`config.mk`:
```
export PLATFORM = sky130hd
export DESIGN_NAME = mem_bus_arbiter
export DESIGN_NICKNAME = d
export VERILOG_FILES = /design/src/rtl/mem_bus_arbiter.sv
export SDC_FILE = /design/constraint.sdc
export NUM_CORES = 1
export LEC_CHECK = 0
export ABC_CLOCK_PERIOD_IN_PS = 1650
export CELL_PAD_IN_SITES_DETAIL_PLACEMENT = 1
export CELL_PAD_IN_SITES_GLOBAL_PLACEMENT = 1
export CORE_MARGIN = 3
export CORE_UTILIZATION = 45
export CTS_BUF_LIST = sky130_fd_sc_hd__clkbuf_8
export DETAILED_ROUTE_END_ITERATION = 16
export DONT_BUFFER_PORTS = 1
export PLACE_DENSITY = 0.85
export SETUP_SLACK_MARGIN = 0.3
export SYNTH_ARGS = -nofsm -noshare
export SYNTH_HDL_FRONTEND = slang
export SYNTH_SLANG_ARGS = --single-unit
```
`constraint.sdc`:
```
create_clock -name clk -period 1.65 [get_ports clk]
set_input_delay 0.4125 -clock clk [delete_from_list [all_inputs] [get_ports clk]]
set_output_delay 0.4125 -clock clk [all_outputs]
set_load 0.05 [all_outputs]
```
`src/rtl/mem_bus_arbiter.sv`:
```
// Two-port round-robin arbiter sharing one memory bus between the CPU core and a debug/loader port.
// Registered strobes last WAIT_CYC+1 cycles; completion is a one-cycle ack with captured read data.
module mem_bus_arbiter #(
  parameter int unsigned ADDR_W   = 13,
  parameter int unsigned DATA_W   = 8,
  parameter int unsigned WAIT_CYC = 1
) (
  input  logic              clk,
  input  logic              rst_n,

  input  logic              cpu_req,
  input  logic              cpu_we,
  input  logic [ADDR_W-1:0] cpu_addr,
  input  logic [DATA_W-1:0] cpu_wdata,
  output logic              cpu_ack,
  output logic [DATA_W-1:0] cpu_rdata,

  input  logic              dbg_req,
  input  logic              dbg_we,
  input  logic [ADDR_W-1:0] dbg_addr,
  input  logic [DATA_W-1:0] dbg_wdata,
  output logic              dbg_ack,
  output logic [DATA_W-1:0] dbg_rdata,

  output logic [ADDR_W-1:0] mem_addr,
  output logic [DATA_W-1:0] mem_wdata,
  output logic              mem_rd,
  output logic              mem_wr,
  input  logic [DATA_W-1:0] mem_rdata,

  output logic              cpu_stall,
  output logic              busy
);

  typedef enum logic [1:0] {
    StIdle   = 2'd0,
    StAccess = 2'd1,
    StDone   = 2'd2
  } state_e;

  state_e              state_q, state_d;
  logic [2:0]          cnt_q, cnt_d;
  // last_q / owner_q: 1 = debug port, 0 = CPU port
  logic                last_q, last_d;
  logic                owner_q, owner_d;
  logic [ADDR_W-1:0]   mem_addr_q, mem_addr_d;
  logic [DATA_W-1:0]   mem_wdata_q, mem_wdata_d;
  logic                mem_rd_q, mem_rd_d;
  logic                mem_wr_q, mem_wr_d;
  logic                cpu_ack_q, cpu_ack_d;
  logic                dbg_ack_q, dbg_ack_d;
  logic [DATA_W-1:0]   cpu_rdata_q, cpu_rdata_d;
  logic [DATA_W-1:0]   dbg_rdata_q, dbg_rdata_d;
  logic                cpu_stall_q, cpu_stall_d;
  logic                busy_q, busy_d;

  logic                pick_dbg;
  logic                sel_we;

  always_comb begin
    state_d     = state_q;
    cnt_d       = cnt_q;
    last_d      = last_q;
    owner_d     = owner_q;
    mem_addr_d  = mem_addr_q;
    mem_wdata_d = mem_wdata_q;
    mem_rd_d    = mem_rd_q;
    mem_wr_d    = mem_wr_q;
    cpu_ack_d   = 1'b0;
    dbg_ack_d   = 1'b0;
    cpu_rdata_d = cpu_rdata_q;
    dbg_rdata_d = dbg_rdata_q;
    cpu_stall_d = cpu_stall_q;
    busy_d      = busy_q;
    pick_dbg    = 1'b0;
    sel_we      = 1'b0;

    unique case (state_q)
      StIdle: begin
        if (cpu_req || dbg_req) begin
          // On a tie the port that was not served last wins.
          pick_dbg    = dbg_req && (!cpu_req || !last_q);
          sel_we      = pick_dbg ? dbg_we : cpu_we;
          owner_d     = pick_dbg;
          last_d      = pick_dbg;
          mem_addr_d  = pick_dbg ? dbg_addr : cpu_addr;
          mem_wdata_d = pick_dbg ? dbg_wdata : cpu_wdata;
          mem_rd_d    = !sel_we;
          mem_wr_d    = sel_we;
          cnt_d       = 3'(WAIT_CYC);
          cpu_stall_d = pick_dbg;
          busy_d      = 1'b1;
          state_d     = StAccess;
        end
      end

      StAccess: begin
        if (cnt_q == 3'd0) begin
          if (mem_rd_q) begin
            if (owner_q) begin
              dbg_rdata_d = mem_rdata;
            end else begin
              cpu_rdata_d = mem_rdata;
            end
          end
          mem_rd_d    = 1'b0;
          mem_wr_d    = 1'b0;
          cpu_stall_d = 1'b0;
          cpu_ack_d   = !owner_q;
          dbg_ack_d   = owner_q;
          state_d     = StDone;
        end else begin
          cnt_d = cnt_q - 3'd1;
        end
      end

      StDone: begin
        busy_d  = 1'b0;
        state_d = StIdle;
      end

      default: begin
        mem_rd_d    = 1'b0;
        mem_wr_d    = 1'b0;
        cpu_stall_d = 1'b0;
        busy_d      = 1'b0;
        state_d     = StIdle;
      end
    endcase
  end

  always_ff @(posedge clk or negedge rst_n) begin
    if (!rst_n) begin
      state_q     <= StIdle;
      cnt_q       <= 3'd0;
      last_q      <= 1'b1;
      owner_q     <= 1'b0;
      mem_addr_q  <= '0;
      mem_wdata_q <= '0;
      mem_rd_q    <= 1'b0;
      mem_wr_q    <= 1'b0;
      cpu_ack_q   <= 1'b0;
      dbg_ack_q   <= 1'b0;
      cpu_rdata_q <= '0;
      dbg_rdata_q <= '0;
      cpu_stall_q <= 1'b0;
      busy_q      <= 1'b0;
    end else begin
      state_q     <= state_d;
      cnt_q       <= cnt_d;
      last_q      <= last_d;
      owner_q     <= owner_d;
      mem_addr_q  <= mem_addr_d;
      mem_wdata_q <= mem_wdata_d;
      mem_rd_q    <= mem_rd_d;
      mem_wr_q    <= mem_wr_d;
      cpu_ack_q   <= cpu_ack_d;
      dbg_ack_q   <= dbg_ack_d;
      cpu_rdata_q <= cpu_rdata_d;
      dbg_rdata_q <= dbg_rdata_d;
      cpu_stall_q <= cpu_stall_d;
      busy_q      <= busy_d;
    end
  end

  assign cpu_ack   = cpu_ack_q;
  assign dbg_ack   = dbg_ack_q;
  assign cpu_rdata = cpu_rdata_q;
  assign dbg_rdata = dbg_rdata_q;
  assign mem_addr  = mem_addr_q;
  assign mem_wdata = mem_wdata_q;
  assign mem_rd    = mem_rd_q;
  assign mem_wr    = mem_wr_q;
  assign cpu_stall = cpu_stall_q;
  assign busy      = busy_q;

endmodule

```
### Word-level counts from Yosys, hierarchy flattened

Index checks and enable logic that the tools add are counted.

| word-level totals | value |
|---|---|
| logic and storage cells | 62 |
| latch bits | 0 |
| RAM bits | 0 |
| memories kept | 0 |
| flip-flop bits (word level) | 50 |
| memory bits (read-only) | 0 |

| cells by class | value |
|---|---|
| mux-type cells | 22 |
| equality and inequality tests | 5 |
| shifts and indexed selects | 0 |
| $mul | 0 |
| reduce and logical (&&, ||, !) cells | 17 |
| order comparisons | 0 |
| div/mod/pow operators | 0 |
| bitwise logic cells | 3 |
| add/subtract/negate cells | 1 |

Operators by type and width:

| kind | count |
|---|---|
| 13-bit 2-to-1 mux | 1 |
| 1-bit 2-to-1 mux | 10 |
| 1-bit one-hot mux with 3 select lines | 3 |
| 8-bit 2-to-1 mux | 1 |
| 4-bit AND reduction | 2 |
| 3-bit 2-to-1 mux | 2 |
| 2-bit inequality test (second input constant) | 3 |
| 3-bit one-hot mux with 2 select lines | 1 |
| 2-bit AND reduction | 3 |
| 3-bit AND reduction | 2 |
| 1-bit logical NOT | 4 |
| 2-bit 2-to-1 mux | 2 |
| 2-bit one-hot mux with 2 select lines | 1 |
| 3-bit logical NOT | 1 |
| 1-bit NOT | 3 |
| 3-bit by 1-bit subtractor with 3-bit output (second input constant) | 1 |
| 2-bit by 1-bit equality test with 1-bit output (second input constant) | 1 |
| 2-bit equality test (second input constant) | 1 |
| 2-bit logical NOT | 1 |
| 1-bit logical OR | 2 |
| 1-bit one-hot mux with 2 select lines | 1 |
| 2-bit nonzero test | 1 |
| 1-bit logical AND | 1 |

### Depth between registers and ports, before layout

Gate-level depths: netlist of the first run.

| logic depth | value |
|---|---|
| word-level depth | 7 |
| mapped depth | 6 |
| depth with buffers taken out | 6 |

### Worst setup path before layout of the first run

OpenSTA, ideal clock, no wires.

| path | value |
|---|---|
| path kind | register to register |
| start | reg cnt_q[0] |
| end | reg cpu_rdata_q[0] (netlist: cpu_rdata[0]) |
| required time | 1522 ps |
| cell stages (with the launch flop) | 7 |
| setup slack | 184 ps |
| arrival time | 1339 ps |
| library setup time | 128 ps |
| path buffers | 0 |
| cells stage by stage | dfrtp_1 -> inv_1 -> ha_1 -> nand2b_1 -> nor2_4 -> nand3b_4 -> mux2_1 |

| on the way | value |
|---|---|
| longest elaborated chain between the ends | 2 |

Ends and longest elaborated chain:

| what | RTL line | source |
|---|---|---|
| start, declared | 42 | `logic [2:0] cnt_q, cnt_d;` |
| start signal, assigned | 150 | `cnt_q <= cnt_d;` |
| 3-bit logical NOT | 98 | `if (cnt_q == 3'd0) begin` |
| 4-bit AND reduction (no source line) | n/a |  |
| end signal, assigned | 159 | `cpu_rdata_q <= cpu_rdata_d;` |
| end, declared | 52 | `logic [DATA_W-1:0] cpu_rdata_q, cpu_rdata_d;` |

Every way passes these cells.
A chain may end at the register's enable or synchronous reset.

### Worst setup path after layout of the first run

| path | value |
|---|---|
| start | reg cnt_q[0] |
| end | reg dbg_rdata_q[3] (netlist: dbg_rdata[3]) |

| on the way | value |
|---|---|
| longest elaborated chain between the ends | 2 |

Ends and longest elaborated chain:

| what | RTL line | source |
|---|---|---|
| 3-bit logical NOT | 98 |  |
| 4-bit AND reduction (no source line) | n/a |  |
| end signal, assigned | 160 | `dbg_rdata_q <= dbg_rdata_d;` |
| end, declared | 53 | `logic [DATA_W-1:0] dbg_rdata_q, dbg_rdata_d;` |

Every way passes these cells.

==> results by group, run 1 <==
Place
  – Gpl congestion: slightly below 0.8
  – Placed cell count: about 220
  – Half-perimeter wire length after placement: 3600 um
  – Port-buffer cells: 0

Die
  – Effective utilization at floorplan: ~48%
  – Die Span X: 75.5 um
  – Die footprint: around 0.0057 mm^2
  – Ports placed on the boundary: 99
  – Core Area: 0.00450 mm^2
  – Vertical extent of the die: between 70 and 80 um
  – Number of placement rows: 24

STA
  – RSZ-0062 raised after global routing: true
  – Worst slew margin: around 67%
  – Tightest hold margin: -0.194 ns
  – Total setup violations reported at the end of the flow: 0
  – Part of the cycle the worst path needs: around nine tenths
  – Clock tree skew after final layout: between 0.007 and 0.008 ns
  – Final number of hold-violating endpoints: 50
  – Final critical path time including I/O delays and setup: roughly 1.5 ns
  – Max Clk Rate: 0.684 GHz
  – Post-Route Setup TNS: 0 ns
  – Number of slew-limit violations in the final report: 0
  – Worst Tran Pin Value: around 0.5 ns

Cells and area
  – Layout cell share with drive strength beyond 1: between 40% and 50%
  – Number of cells in the finished layout apart from fillers: 236
  – Total area of sequential cells: between 0.001 and 0.0015 mm^2
  – Final layout net count: 241
  – Relative area change from synthesis to final layout: 13.9%
  – Area of the multi-input gates: approximately 900 um^2
  – Fill cell count: between 400 and 500
  – Inserted Diodes: 0

Critical path
  – WS Path Type: flip-flop to flip-flop
  – Data arrival time at the worst-slack endpoint: 1.64 ns
  – Worst reg2reg path startpoint: cnt_q[0]$_DFFE_PN0P_
  – Worst r2r path cells: 6
  – Max FO, Critical Path: 8
  – Nature of the critical path endpoint: flip-flop
  – Beginning of the critical path: cnt_q[0]$_DFFE_PN0P_
  – Category of the worst setup path launch point: flip-flop
  – Worst path max stage delay: roughly 0.39 ns
  – Critical Path Slowest Stage Cell: sky130_fd_sc_hd__dfrtp_1
  – Worst-path cell chain: inv_2 > ha_4 > nand2b_4 > nor2_4 > nand3_4 > mux2_4
  – Reg-to-reg endpoint: dbg_rdata[3]$_DFFE_PN0P_
  – Internal reg-to-reg setup slack: approximately 0.19 ns
  – Capturing instance or port of the critical path: dbg_rdata[3]$_DFFE_PN0P_
  – Required time reported for the critical path endpoint: ~1.8 ns

Logic synthesis
  – Post-synth top cells: sky130_fd_sc_hd__dfrtp_1, sky130_fd_sc_hd__mux2i_1, sky130_fd_sc_hd__nand2_1, sky130_fd_sc_hd__o21ai_0, sky130_fd_sc_hd__mux2_2
  – Synth cell types: 32
  – Average size of a mapped cell: between 10 and 15 um^2
  – Yosys warns: 0
  – Register bit count reported by yosys: 50
  – Number of synthesized flops with an enable pin: 0
  – Leading post-synthesis cells by cell area: sky130_fd_sc_hd__dfrtp_1, sky130_fd_sc_hd__mux2i_1, sky130_fd_sc_hd__mux2_2, sky130_fd_sc_hd__o21ai_0, sky130_fd_sc_hd__nand2_1
  – Post-synthesis cell type with the largest combined area: sky130_fd_sc_hd__dfrtp_1
  – Most frequently used cell type in the post-synthesis netlist: sky130_fd_sc_hd__dfrtp_1
  – Share of synthesized flip-flops with an asynchronous set or reset: 100%
  – Net count of the mapped netlist: 232
  – Fraction of the yosys area taken by sequential cells: between 50 and 60%
  – Post-Syn Area: 0.00217 mm^2
  – Portion of synthesized cell area occupied by the leading cell type: between 50% and 60%
  – Top FF cell, synth: sky130_fd_sc_hd__dfrtp_1
  – Cell count after synthesis: about 170

Drt
  – DR vias/cell: 5.73
  – WL final: between 5000 and 6000 um
  – Pre-antenna DRT Iters: 4
  – Number of remaining DRC errors: 0
  – Via Count: roughly 1.4k
  – Antenna-violating nets left: 0
  – Final routed wire length divided by cell count: between 20 and 25 um
  – Iteration-0 DRC Markers: 58

Clock network
  – Clock buffer count from CTS: 5
  – Maximum number of buffers from clock root to sink: 2
  – Clock tree from TritonCTS: built
  – Number of clock sinks: 50
  – Root buffer cell: sky130_fd_sc_hd__clkbuf_8
  – Clock Pin Slew Worst Setup and Hold Paths: 0.09 ns
  – H-tree depth: 2
  – Insertion delay to the later sink of the worst-skew pair: just under 0.3 ns

Global routing
  – Largest net degree at the start of global routing: 51
  – Overflow left after global routing: 0
  – Total Routing Usage GR: between 10% and 20%
  – Via count of the first global-routing pass: roughly 1.5k
  – Initial antenna violation count: 0
  – Wire length of the first global-routing pass: 7290 um

Run
  – # Max-Cap Violations: 0

Min path
  – Class of the worst hold path: primary input to asynchronous set/reset pin

Status
  – Result of the run: finished with violations
  – Failing checks: negative hold slack
state kept, by name (all words and copies together), names as in the netlist:
| register | count |
|---|---|
| mem_addr | 13 |
| cpu_rdata | 8 |
| dbg_rdata | 8 |
| mem_wdata | 8 |
| cnt_q | 3 |
| state_q | 2 |
| busy | 1 |
| cpu_ack | 1 |
| cpu_stall | 1 |
| dbg_ack | 1 |
| last_q | 1 |
| mem_rd | 1 |
| mem_wr | 1 |
| owner_q | 1 |
routing by layer:
metal / track usage [%] / wire length [um] / vias to the layer above
li1: - / - / 618
met3: 4.49 / 313 / 10
met1: 18.3 / 1800 / 670
met5: 0 / 0 / -
met2: 31.5 / 2840 / 54
met4: 7.38 / 108 / 0
cell families after synthesis:
kind of cell | synth area share [%]
AOI/OAI and AO/OA | 10.1
and+or+nand+nor | 9.16
DFF | 57.7
adders and majority gates | 1.15
buffers and inverters | 3.00
muxes | 18.9
layout by cell type (no fill, tap or decap), types with 2 or more instances in the layout:
cell type                  count
sky130_fd_sc_hd__a21oi_1       2
sky130_fd_sc_hd__inv_1         4
sky130_fd_sc_hd__nand2_1      22
sky130_fd_sc_hd__nor2_1        2
sky130_fd_sc_hd__dfrtp_1      17
sky130_fd_sc_hd__buf_12        2
sky130_fd_sc_hd__o21ai_0      21
sky130_fd_sc_hd__nor2_4        2
sky130_fd_sc_hd__o21ai_1       2
sky130_fd_sc_hd__a22o_1        4
sky130_fd_sc_hd__mux2_4        3
sky130_fd_sc_hd__dfrtp_2      32
sky130_fd_sc_hd__mux2_2       13
sky130_fd_sc_hd__buf_4         7
sky130_fd_sc_hd__inv_2         2
sky130_fd_sc_hd__nand2b_4      2
sky130_fd_sc_hd__mux2i_1      23
sky130_fd_sc_hd__clkbuf_8      5
repair_timing:
item,in CTS,in global routing
buffers inserted,5,1
pin swaps,3,2
gates cloned,0,0
endpoints found under the hold margin,50,50
setup endpoints to repair,60,36
resized for setup,31,5
area by class of cell:
type / count / share of cell area, %
Sequential cell: 50 / 52.3
Multi-Input combinational cell: 113 / 36.5
Timing Repair Buffer: 9 / 3.74
Clock buffer: 5 / 2.78
Tap cell: 52 / 2.63
Clock inverter: 3 / 1.52
Inverter: 4 / 0.607
per-stage QoR:
| step | utilization (%) | hold slack [ns] | instance area (um^2) | setup slack [ns] |
|---|---|---|---|---|
| after floorplan | - | 0.117 | 2200 | 0.248 |
| after global placement | 50.4 | 0.118 | 2270 | 0.221 |
| after detailed placement | 50.4 | 0.118 | 2270 | 0.160 |
| after CTS | 54.5 | -0.207 | 2450 | 0.205 |
| after global routing | 54.9 | -0.218 | 2470 | 0.140 |
| final | 54.9 | -0.194 | 2470 | 0.189 |
how the worst min path moves through the flow:
stage / from / end / slack (ns) / depth (start not counted)
CTS: rst_n / mem_addr[3]$_DFFE_PN0P_ / -0.21 / 0
global route: rst_n / mem_wdata[7]$_DFFE_PN0P_ / -0.22 / 0
global placement: rst_n / mem_addr[3]$_DFFE_PN0P_ / 0.12 / 0
finish: rst_n / dbg_ack$_DFF_PN0_ / -0.19 / 0
detailed placement: rst_n / mem_addr[3]$_DFFE_PN0P_ / 0.12 / 0
floorplan: rst_n / busy$_DFFE_PN0P_ / 0.12 / 0
worst max-delay path: cells and delay by family (launching register included):
kind	cells	cell delay, ns
DFF	1	0.39
and+or+nand+nor	3	0.39
muxes	1	0.33
adders and majority gates	1	0.15
buffers and inverters	1	0.09
Power of run 1 is left out: the tool's default activity adds up to more than one toggle a clock period on the data nets, which glitch-free logic cannot reach.
==> run 2, diff against run 1 <==
CELL_PAD_IN_SITES_DETAIL_PLACEMENT = 2   (was 1)
CELL_PAD_IN_SITES_GLOBAL_PLACEMENT = 2   (was 1)
CORE_UTILIZATION = 40   (was 45)
PLACE_DENSITY = 0.91   (was 0.85)
TNS_END_PERCENT = 1   (was unset)
==> results by group, run 2 (same netlist as run 1, synthesis figures left out) <==
Status
  – Result of the run: finished with violations
  – Failing checks: negative hold slack

STA
  – Total setup violations reported at the end of the flow: 0 (unchanged)
  – Part of the cycle the worst path needs: 87.8% (-0.75 points)
  – Post-Route Setup TNS: 0 ns (unchanged)
  – RSZ-0062 raised after global routing: true
  – Final number of hold-violating endpoints: 50 (unchanged)
  – Tightest hold margin: -0.206 ns (-0.0113 ns)
  – Number of slew-limit violations in the final report: 0 (unchanged)
  – Worst Tran Pin Value: 0.508 ns (+0.00906 ns)
  – Max Clk Rate: 0.690 GHz (+0.85%)
  – Clock tree skew after final layout: 0.0106 ns (+0.00334 ns)
  – Worst slew margin: 66.1% (-0.60 points)
  – Final critical path time including I/O delays and setup: 1.45 ns (-0.0123 ns)

Drt
  – Antenna-violating nets left: 0 (unchanged)
  – Iteration-0 DRC Markers: 44 (-24%)
  – Via Count: 1382 (+2.2%)
  – Pre-antenna DRT Iters: 2 (-2)
  – WL final: 5350 um (+5.6%)
  – Final routed wire length divided by cell count: 21.0 um (-2.3%)
  – DR vias/cell: 5.42 (-5.4%)
  – Number of remaining DRC errors: 0 (unchanged)

Cells and area
  – Inserted Diodes: 0 (unchanged)
  – Total area of sequential cells: 0.00125 mm^2 (-3.0%)
  – Final layout net count: 242 (+0.41%)
  – Layout cell share with drive strength beyond 1: 25.9% (-16 points)
  – Relative area change from synthesis to final layout: 12.7%
  – Area of the multi-input gates: 893 um^2 (-0.97%)
  – Fill cell count: 495 (+11%)
  – Most frequent cells in the layout: sky130_fd_sc_hd__dfrtp_1, sky130_fd_sc_hd__mux2i_1, sky130_fd_sc_hd__nand2_1, sky130_fd_sc_hd__o21ai_0, sky130_fd_sc_hd__mux2_2
  – Most common cell after layout, fill and taps aside: sky130_fd_sc_hd__dfrtp_1
  – Max reg flops: 13 (unchanged)

Clock network
  – Clock tree from TritonCTS: built
  – Number of clock sinks: 50 (unchanged)
  – Maximum number of buffers from clock root to sink: 2 (unchanged)
  – Clock Pin Slew Worst Setup and Hold Paths: 0.09 ns (about the same)
  – Clock buffer count from CTS: 5 (unchanged)
  – H-tree depth: 2 (unchanged)
  – Insertion delay to the later sink of the worst-skew pair: 0.30 ns (about the same)
  – Root buffer cell: sky130_fd_sc_hd__clkbuf_8

Global routing
  – Largest net degree at the start of global routing: 51 (unchanged)
  – Via count of the first global-routing pass: 1584 (+7.8%)
  – Overflow left after global routing: 0 (unchanged)
  – Wire length of the first global-routing pass: 8270 um (+13%)
  – Initial antenna violation count: 0 (unchanged)
  – Total Routing Usage GR: 17.2% (+0.11 points)

Critical path
  – WS Path Type: flip-flop to flip-flop
  – Max FO, Critical Path: 8 (unchanged)
  – Category of the worst setup path launch point: flip-flop
  – Required time reported for the critical path endpoint: 1.84 ns (about the same)
  – Data arrival time at the worst-slack endpoint: 1.64 ns (about the same)
  – Nature of the critical path endpoint: flip-flop

Die
  – Die footprint: 0.00635 mm^2 (+11%)
  – Vertical extent of the die: 79.7 um (+5.6%)
  – Die Span X: 79.7 um (+5.6%)
  – Number of placement rows: 26 (+8.3%)
  – Core Area: 0.00517 mm^2 (+15%)
  – Ports placed on the boundary: 99 (unchanged)
  – Effective utilization at floorplan: 42.0% (-6.2 points)

Place
  – Gpl congestion: 0.729 (-6.4%)
  – Port-buffer cells: 0 (unchanged)
  – Half-perimeter wire length after placement: 4220 um (+17%)

Min path
  – Class of the worst hold path: primary input to asynchronous set/reset pin

Run
  – # Max-Cap Violations: 0 (unchanged)
[run 2: per-stage QoR]
step           cells  setup slack (ns)  hold slack [ns]  cell area [um^2]  util [%]
2_1_floorplan    174             0.248            0.117              2200         -
3_3_place_gp     241             0.219            0.119              2290      44.2
3_5_place_dp     241             0.134            0.118              2290      44.2
4_1_cts          255             0.194           -0.211              2450      47.3
5_1_grt          255             0.117           -0.225              2450      47.3
6_report         255             0.201           -0.206              2450      47.3
[run 2: critical path, cell delays in order, from the launching register on]
cell	delay, ns
sky130_fd_sc_hd__dfrtp_1	0.40
sky130_fd_sc_hd__inv_2	0.08
sky130_fd_sc_hd__ha_4	0.14
sky130_fd_sc_hd__nand2b_4	0.06
sky130_fd_sc_hd__nor2_4	0.15
sky130_fd_sc_hd__nand3_4	0.17
sky130_fd_sc_hd__mux2_4	0.34
[run 2: layout make-up]
type	count	area share (%)
tap	70	3.58
clock inverter	3	1.64
sequential	50	51.3
clock buffer	5	2.81
timing repair buffer	10	3.58
inverter	4	0.614
multi-input combinational	113	36.5
[run 2: final timing paths]
check / startpoint / to / slack, ns / cells after the start
setup / recovery: cnt_q[1]$_DFFE_PN0P_ / dbg_rdata[0]$_DFFE_PN0P_ / 0.20 / 6
hold / removal: rst_n / dbg_rdata[0]$_DFFE_PN0P_ / -0.21 / 0
setup reg to reg: cnt_q[1]$_DFFE_PN0P_ / dbg_rdata[0]$_DFFE_PN0P_ / 0.20 / 6
hold reg to reg: last_q$_DFFE_PN1P_ / last_q$_DFFE_PN1P_ / 0.60 / 2
max in group asynchronous: rst_n / last_q$_DFFE_PN1P_ / 1.67 / 0
min in group clk: cpu_req / last_q$_DFFE_PN1P_ / 0.20 / 1
[run 2: timing repair]
item                                    in CTS  in global routing
pin swaps                                    2                  0
resized for setup                            2                  0
setup buffers                                6                  0
endpoints found under the setup margin      85                 88
endpoints found under the hold margin       50                 50
[run 2: metal layers]
layer / share of wire, % / global-route usage [%] / vias up
met1: 36 / 18.1 / 694
met4: 0.41 / 2.58 / 0
met3: 8.3 / 5.76 / 3
li1: - / - / 624
met2: 56 / 33.5 / 61
met5: 0 / 0 / -
Power of run 2 is left out for the same reason.
==> run 3, diff against run 2 <==
CORE_UTILIZATION = 38   (was 40)
CTS_BUF_LIST = unset   (was sky130_fd_sc_hd__clkbuf_8)
PLACE_DENSITY = 0.88   (was 0.91)
==> results by group, run 3 (same netlist as run 1, synthesis figures left out) <==
Status
  – Result of the run: finished with violations
  – Failing checks: negative hold slack

STA
  – Worst Tran Pin Value: 0.517 ns (+0.00842 ns)
  – Final number of hold-violating endpoints: 50 (unchanged)
  – Post-Route Setup TNS: 0 ns (unchanged)
  – RSZ-0062 raised after global routing: true
  – Total setup violations reported at the end of the flow: 0 (unchanged)
  – Final critical path time including I/O delays and setup: 1.49 ns (+0.0434 ns)
  – Number of slew-limit violations in the final report: 0 (unchanged)
  – Worst Setup Slack, final: 0.158 ns (-0.0434 ns)
  – Clock tree skew after final layout: 0.0163 ns (+0.00577 ns)
  – Max Clk Rate: 0.670 GHz (-2.9%)
  – Tightest hold margin: -0.220 ns (-0.0144 ns)
  – Part of the cycle the worst path needs: 90.5% (+2.6 points)
  – Worst slew margin: 65.6% (-0.56 points)

Die
  – Core Area: 0.00530 mm^2 (+2.5%)
  – Vertical extent of the die: 81.6 um (+2.4%)
  – Ports placed on the boundary: 99 (unchanged)
  – Die footprint: 0.00666 mm^2 (+4.9%)
  – Die Span X: 81.6 um (+2.4%)
  – Number of placement rows: 26 (unchanged)
  – Effective utilization at floorplan: 40.9% (-1.0 points)

Cells and area
  – Most common cell after layout, fill and taps aside: sky130_fd_sc_hd__dfrtp_1
  – Fill cell count: 528 (+6.7%)
  – Layout cell share with drive strength beyond 1: 26.1% (+0.14 points)
  – Most frequent cells in the layout: sky130_fd_sc_hd__dfrtp_1, sky130_fd_sc_hd__mux2i_1, sky130_fd_sc_hd__nand2_1, sky130_fd_sc_hd__o21ai_0, sky130_fd_sc_hd__mux2_2
  – Max reg flops: 13 (unchanged)
  – Inserted Diodes: 0 (unchanged)
  – Final layout net count: 241 (-0.41%)
  – Relative area change from synthesis to final layout: 11.6%
  – Non-Filler Cell Area, Final: 0.00242 mm^2 (-0.97%)

Drt
  – Number of remaining DRC errors: 0 (unchanged)
  – Pre-antenna DRT Iters: 4 (+2)
  – WL final: 5810 um (+8.7%)
  – Final routed wire length divided by cell count: 22.9 um (+9.2%)
  – DR vias/cell: 5.59 (+3.2%)
  – Antenna-violating nets left: 0 (unchanged)
  – Via Count: 1421 (+2.8%)
  – Iteration-0 DRC Markers: 37 (-16%)

Global routing
  – Initial antenna violation count: 0 (unchanged)
  – Wire length of the first global-routing pass: 8820 um (+6.7%)
  – Fraction of met1 tracks used by global routing: 17.5% (-0.52 points)
  – Overflow left after global routing: 0 (unchanged)
  – Largest net degree at the start of global routing: 51 (unchanged)
  – Met2 global-route usage: 35.4% (+2.0 points)
  – Busiest layer in global routing: met2
  – Total Routing Usage GR: 18.4% (+1.1 points)
  – Via count of the first global-routing pass: 1684 (+6.3%)
  – Met3 track demand over resource in global routing: 5.48% (-0.27 points)

Min path
  – Class of the worst hold path: primary input to asynchronous set/reset pin

Critical path
  – Required time reported for the critical path endpoint: 1.86 ns (+0.02 ns)
  – Reg-to-reg endpoint: cpu_rdata[0]$_DFFE_PN0P_
  – WS Path Type: flip-flop to flip-flop
  – Beginning of the critical path: cnt_q[0]$_DFFE_PN0P_
  – Category of the worst setup path launch point: flip-flop
  – Max FO, Critical Path: 8 (unchanged)
  – Worst r2r path cells: 6 (unchanged)
  – Nature of the critical path endpoint: flip-flop
  – Internal reg-to-reg setup slack: 0.16 ns (-0.04 ns)
  – Capturing instance or port of the critical path: cpu_rdata[0]$_DFFE_PN0P_
  – Data arrival time at the worst-slack endpoint: 1.70 ns (+0.06 ns)
  – Worst reg2reg path startpoint: cnt_q[0]$_DFFE_PN0P_

Clock network
  – Maximum number of buffers from clock root to sink: 2 (unchanged)
  – Clock Pin Slew Worst Setup and Hold Paths: 0.10 ns (about the same)
  – Clock tree from TritonCTS: built
  – Insertion delay to the later sink of the worst-skew pair: 0.31 ns (about the same)
  – Number of clock sinks: 50 (unchanged)
  – Root buffer cell: sky130_fd_sc_hd__clkbuf_8
  – Clock buffer count from CTS: 5 (unchanged)
  – H-tree depth: 2 (unchanged)

Run
  – # Max-Cap Violations: 0 (unchanged)

Place
  – Worst setup slack before clock tree synthesis: 0.132 ns (-0.00127 ns)
  – Half-perimeter wire length after placement: 4250 um (+0.74%)
  – Placed standard-cell area: 0.00229 mm^2 (+0.33%)
  – Gpl congestion: 0.636 (-13%)
  – Port-buffer cells: 0 (unchanged)
-- run 3: layout make-up --
cell class                      count  area (um^2)  share of cell area, %
Timing Repair Buffer                9         80.1                   3.31
Inverter                            4         15.0                  0.620
Sequential cell                    50         1250                   51.8
Multi-Input combinational cell    113          891                   36.8
Clock buffer                        6         82.6                   3.41
Clock inverter                      2         12.5                  0.517
Tap cell                           70         87.6                   3.62
-- run 3: worst min-delay path by stage --
stage | startpoint | to | slack [ns]
after floorplan | rst_n | busy$_DFFE_PN0P_ | 0.12
after global placement | rst_n | mem_wdata[0]$_DFFE_PN0P_ | 0.12
after detailed placement | rst_n | mem_wdata[3]$_DFFE_PN0P_ | 0.12
after CTS | rst_n | mem_wdata[4]$_DFFE_PN0P_ | -0.22
after global routing | rst_n | cnt_q[2]$_DFFE_PN0P_ | -0.24
final | rst_n | cnt_q[2]$_DFFE_PN0P_ | -0.22
-- run 3: metrics by stage --
| step | hold WS [ns] | util [%] | cells |
|---|---|---|---|
| 2_1_floorplan | 0.117 | - | 174 |
| 3_3_place_gp | 0.119 | 43.3 | 242 |
| 3_5_place_dp | 0.118 | 43.3 | 242 |
| 4_1_cts | -0.220 | 45.7 | 254 |
| 5_1_grt | -0.243 | 45.7 | 254 |
| 6_report | -0.220 | 45.7 | 254 |
-- run 3: what timing repair did --
action,4_1_cts,5_1_grt
setup endpoints to repair,82,88
pin swaps,2,0
endpoints found under the hold margin,50,50
buffers inserted,4,0
resized for setup,2,0
-- run 3: per-layer routing --
layer / part of all wire [%] / up-vias
li1: - / 620
met1: 33 / 708
met2: 55 / 80
met3: 9.5 / 13
met4: 2.8 / 0
met5: 0 / -
-- run 3: critical path, cell delays in order (launching register included) --
cell,delay (ns)
sky130_fd_sc_hd__dfrtp_1,0.40
sky130_fd_sc_hd__inv_2,0.10
sky130_fd_sc_hd__ha_4,0.16
sky130_fd_sc_hd__nand2b_4,0.07
sky130_fd_sc_hd__nor2_4,0.16
sky130_fd_sc_hd__nand3b_4,0.17
sky130_fd_sc_hd__mux2_4,0.34
Power of run 3 is left out for the same reason.
